## src/rtl/vx_credit_tx.sv

```systemverilog
// Credit-based sender: forwards upstream payloads to a remote receiver buffer
// and only sends while the locally tracked receiver credit count is nonzero.
module vx_credit_tx #(
  parameter int DATAW   = 1,
  parameter int CREDITS = 4,
  parameter int OUT_REG = 0
) (
  input  logic                             clk,
  input  logic                             reset,
  input  logic                             valid_in,
  output logic                             ready_in,
  input  logic [DATAW-1:0]                 data_in,
  output logic                             valid_out,
  output logic [DATAW-1:0]                 data_out,
  input  logic                             credit_in,
  output logic [$clog2(CREDITS+1)-1:0]     credits,
  output logic                             overflow
);

  localparam int            CW        = $clog2(CREDITS + 1);
  localparam logic [CW:0]   CREDITS_X = (CW + 1)'(CREDITS);

  logic          fire;
  logic [CW:0]   credits_sum;
  logic [CW-1:0] credits_q, credits_d;
  logic          overflow_q, overflow_d;

  // ready_in looks only at registered credits and reset, never at valid_in or credit_in.
  assign ready_in = reset && (credits_q != '0);
  assign fire     = valid_in && ready_in;

  // NOTE: every always_comb output gets a default first so no path leaves it unassigned (no latch).
  always_comb begin
    credits_sum = {1'b0, credits_q} - {{CW{1'b0}}, fire} + {{CW{1'b0}}, credit_in};
    credits_d   = credits_sum[CW-1:0];
    overflow_d  = overflow_q;
    // Only reachable with credits already full, a returned credit and no send.
    if (credits_sum > CREDITS_X) begin
      credits_d  = CREDITS_X[CW-1:0];
      overflow_d = 1'b1;
    end
  end

  // NOTE: sequential state uses non-blocking assignments so all flops update from pre-edge values.
  always_ff @(posedge clk) begin
    if (!reset) begin
      credits_q  <= CREDITS_X[CW-1:0];
      overflow_q <= 1'b0;
    end else begin
      credits_q  <= credits_d;
      overflow_q <= overflow_d;
    end
  end

  assign credits  = credits_q;
  assign overflow = overflow_q;

  if (OUT_REG != 0) begin : g_reg
    logic             valid_out_q, valid_out_d;
    logic [DATAW-1:0] data_out_q, data_out_d;

    always_comb begin
      valid_out_d = fire;
      data_out_d  = fire ? data_in : data_out_q;
    end

    always_ff @(posedge clk) begin
      if (!reset) valid_out_q <= 1'b0;
      else        valid_out_q <= valid_out_d;
    end

    // NOTE: the payload register is deliberately not reset; valid_out qualifies it.
    always_ff @(posedge clk) begin
      data_out_q <= data_out_d;
    end

    assign valid_out = reset && valid_out_q;
    assign data_out  = data_out_q;
  end else begin : g_comb
    assign valid_out = fire;
    assign data_out  = data_in;
  end

  // Simulation-only checks; synthesis ignores immediate assertions.
  always @(posedge clk) begin
    assert (CREDITS >= 1 && CREDITS <= 255)
      else $error("vx_credit_tx: CREDITS=%0d outside 1..255", CREDITS);
    assert (!(reset && credit_in && !fire && credits_q == CREDITS_X[CW-1:0]))
      else $warning("vx_credit_tx: credit returned while count already full, overflow set");
  end

endmodule

```

## config.mk

```make
export PLATFORM = sky130hd
export DESIGN_NAME = vx_credit_tx
export DESIGN_NICKNAME = d
export VERILOG_FILES = /design/src/rtl/vx_credit_tx.sv
export SDC_FILE = /design/constraint.sdc
export NUM_CORES = 1
export LEC_CHECK = 0
export ABC_AREA = 0
export CAP_MARGIN = 30
export CORE_AREA = 2 2 39 41
export DETAILED_ROUTE_END_ITERATION = 6
export DIE_AREA = 0 0 41 43
export HOLD_SLACK_MARGIN = 0.02
export SYNTH_ARGS = -nofsm -noshare
export SYNTH_HDL_FRONTEND = slang
export SYNTH_SLANG_ARGS = --single-unit
```

## constraint.sdc

```tcl
create_clock -name clk -period 3.49 [get_ports clk]
set_input_delay 0.698 -clock clk [delete_from_list [all_inputs] [get_ports clk]]
set_output_delay 0.698 -clock clk [all_outputs]
set_load 0.05 [all_outputs]
```

Word-level counts from Yosys, hierarchy flattened. Cells that the tools add are included.

Add/sub/neg operators: 2. Order comparisons: 1. Bitwise gates (word level): 1. Reduce and logical (&&, ||, !) cells: 4.

Operators with widths (count): $add 4x1->4 (1); $gt 4x3->1 const B (1); $sub 3x1->4 (1); $reduce_bool 3->1 (1); $logic_and 1x1->1 (2); $reduce_or 2->1 (1); $not 1->1 (1).

Bits in registers: 4. Input port bits: 5. Output and inout bits: 7. Word-level logic and storage cells: 10.

Logic depth before layout (Yosys ltp).
Depth in word-level cells: 7. Mapped depth: 10. Gate-level depth less buffers: 10.

Worst setup path before layout. No wires, ideal clock.

Path kind: register -> register. Start: register credits_q[1], in the netlist credits[1]. End: register credits_q[2], in the netlist credits[2]. Library setup time: 0.127 ns. Arrival: 3.258 ns. Setup slack: 0.105 ns. Cell stages (with the launch flop): 11. Period minus slack after synthesis: 3.385 ns. Path through: dfxtp_1 -> o31a_1 -> and2_1 -> ha_1 -> inv_1 -> ha_1 -> inv_1 -> fa_1 -> xor2_1 -> nand2_1 -> or3_1.

Cells in the longest elaborated chain, start to end: 7.

Ends and longest elaborated chain: from (decl) (line 25) `logic [CW-1:0] credits_q, credits_d;`; from (signal assigned) (line 47) `credits_q <= CREDITS_X[CW-1:0];`; from (signal assigned) (line 50) `credits_q <= credits_d;`; $reduce_bool 3->1 (*) (line 29) `assign ready_in = reset && (credits_q != '0);`; $logic_and 1x1->1 (*) (line 29); via ready_in (line 11) `output logic ready_in,`; $logic_and 1x1->1 (*) (line 30) `assign fire = valid_in && ready_in;`; via valid_out (line 13) `output logic valid_out,`; $sub 3x1->4 (*) (line 34) `credits_sum = {1'b0, credits_q} - {{CW{1'b0}}, fire} + {{CW{1'b0}}, credit_in};`; $add 4x1->4 (*) (line 34); $gt 4x3->1 (line 38) `if (credits_sum > CREDITS_X) begin`; $reduce_or 2->1 (no line).

Mark *: on every way through the listed nets, which the timed path passes. The rest lies on a longest branch. A chain may end at the register's enable or synchronous reset.

Final worst setup path.
Start: input port reset. End: output port valid_out.

Cells in the longest elaborated chain, start to end: 2.

Ends and longest elaborated chain: from (decl) (line 9) `input logic reset,`; $logic_and 1x1->1 (line 29); $logic_and 1x1->1 (line 30); to (decl) (line 13).

No other way between the ends.

==> flow_metrics.tcl <==
set metrics [dict create \
    skew_ns 0.00334 \
    clock-root-buffer "clkbuf_4" \
    dieArea_um2 1760 \
    cp.required_ns 2.79 \
    via_per_inst 4.19 \
    cts_resized 0 \
    worstSetupEndpointType "primary output" \
    area_growth_pct 45.9 \
    min_period_over_period_pct 86.7 \
    critPathLaunchType "input pin" \
    grt_usage_pct 8.45 \
    grt_max_degree 6 \
    reg2reg_from "credits[1]" \
    period_needed_ns 3.02 \
    worstRegToRegCells 10 \
    ir_drop_mv 0.354 \
    rsz0062_at_grt "no" \
    final_cell_area_um2 398 \
    rows 14 \
    critPathArrivalTime_ns 2.33 \
    firstDrtPassIters 2 \
    die_width_um 41 \
    htree_levels 1 \
    cts_tree "done" \
    yosysWarnings 0 \
    max_freq_ghz 0.331 \
    antenna_found_initial 0 \
    initial_utilization_pct 19.7 \
    finalNetCount 53 \
    hold_path_class "reg2reg" \
    status "finished clean" \
    cts_setup_buffers 0 \
    ctsHoldBuffers 0 \
    ys_types 17 \
    slew_headroom_pct 66.7 \
    place.detailed.hpwl_um 430 \
    gp_congestion 0.713 \
    core_area_um2 1380 \
    place_area_um2 375 \
    grt_pass1_vias 246 \
    max_cap_violations 0 \
    io_pins 12 \
    synth_edf_count 0 \
    clk_latency_ns 0.24 \
    ys_seq_area_share_pct 29.4 \
    die_h_um 43 \
    p_leak_nw 0.177 \
    final_antenna_net_count 0 \
    dr_total_vias 239 \
    yosys.area.top_type "dfxtp_1" \
    drc 0 \
    synth_area_per_cell_um2 9.09 \
    finalSetupViolations 0 \
    syn-num-nets 40 \
    cts_buffers 3 \
    grt_pass1_wl_um 924 \
    power_density_nw_per_um2 958 \
    antenna_cells 0 \
    synthesis.area_um2 273 \
    wirelength_um 533 \
    grt.overflow.total 0 \
    ys.flop_type "dfxtp_1" \
    yosys_register_bits 4 \
    hold_viol_final 0 \
    syn_inst 30 \
    tns_ns 0 \
    tightest_slew_ns 0.499 \
    cts_num_sinks 4 \
    drtIter0Drc 2 \
    clockBufferDepth 2 \
    crit_fanout 3 \
    postSynth.asyncResetShare_pct 0 \
    whs_path_depth 2 \
    drv_slew 0 \
    yosysTopAreaCellShare_pct 29.4 \
    min_to "overflow" \
    drive_above_1_share_pct 7.32 \
    min-delay-start "overflow" \
    avgRoutedWirePerCell_um 9.35 \
    portBuffers 9 \
    yosysMostFrequentCell "inv_1" \
    r2r_end "credits[2]" \
    ys_top_cells_by_count "6 x inv_1, 4 x dfxtp_1, 4 x ha_1" \
    yosys-top-cells-area "dfxtp_1 29%, ha_1 18%, inv_1 8.3%" \
    critPathKind "in2out" \
    ff2ff_setup_slack_ns 1.00 \
    clk_transition_reported_paths_ns 0.04 \
]
-- critical path, stage by stage --
cell and delay [ns]:
clkdlybuf4s50_1 0.51, o31a_1 0.17, and2_1 0.15, clkdlybuf4s50_1 0.80
-- logic make-up (layout without fill, tap and decap cells) --
logic type / count (synthesis) / in the layout / share of synthesized area, %
flip-flops: 4 / 4 / 29.4
buffers and inverters: 7 / 18 / 11.0
AO/OA/AOI/OAI: 5 / 5 / 12.8
adder cells (fa/ha/maj): 5 / 5 / 25.7
AND/OR/NAND/NOR: 8 / 8 / 17.9
XOR/XNOR: 1 / 1 / 3.21
-- layout by cell type, fill, tap and decap left out, drive strengths merged, types with 2 or more instances in the layout --
cell,count
clkbuf,3
ha,4
a21oi,2
clkdlybuf4s50,9
o31a,2
dfxtp,4
inv,6
-- power breakdown --
group	switching, mW	internal, mW	leakage (nW)
Sequential	0.0126	0.0637	0.0329
Clock	0.0191	0.0385	0.0138
Combinational	0.153	0.0939	0.130
Total	0.185	0.196	0.177
-- registers in the layout, summed over array words and instances, names as in the netlist --
name and count:
credits 3, overflow 1
-- metrics by stage --
| step | cells | hold slack [ns] | setup WS, ns | power (mW) | utilization [%] |
|---|---|---|---|---|---|
| finish | 57 | 0.564 | 0.465 | 0.381 | 28.8 |
| CTS | 57 | 0.572 | 0.460 | 0.388 | 28.8 |
| floorplan | 30 | 0.826 | 0.105 | 0.259 | - |
| detailed placement | 54 | 0.561 | 0.357 | 0.324 | 27.1 |
| global placement | 54 | 0.553 | 0.354 | 0.326 | 27.1 |
| global route | 57 | 0.630 | 0.380 | 0.416 | 28.8 |
-- layer usage --
metal	track usage, %	routed length [um]	vias to the layer above
met5	0	0	-
met4	8.00	8	0
met3	4.71	37	2
met2	10.9	249	7
met1	9.06	236	103
li1	-	-	127
-- cell type report --
class	count	area, um^2
clock buffers	3	22.5
fillers	145	986
inverters	6	22.5
multi-input cells	19	163
flip-flops and latches	4	80.1
well taps	16	20.0
repair buffers	9	90.1
-- how the worst max path moves through the flow --
| stage | start | endpoint | slack [ns] |
|---|---|---|---|
| 5_1_grt | reset | valid_out | 0.38 |
| 3_5_place_dp | reset | credits[2] | 0.36 |
| 4_1_cts | reset | valid_out | 0.46 |
| 2_1_floorplan | credits[1] | credits[2] | 0.10 |
| 6_report | reset | valid_out | 0.47 |
| 3_3_place_gp | reset | credits[2] | 0.35 |
Power figures use the tool's default switching activity.
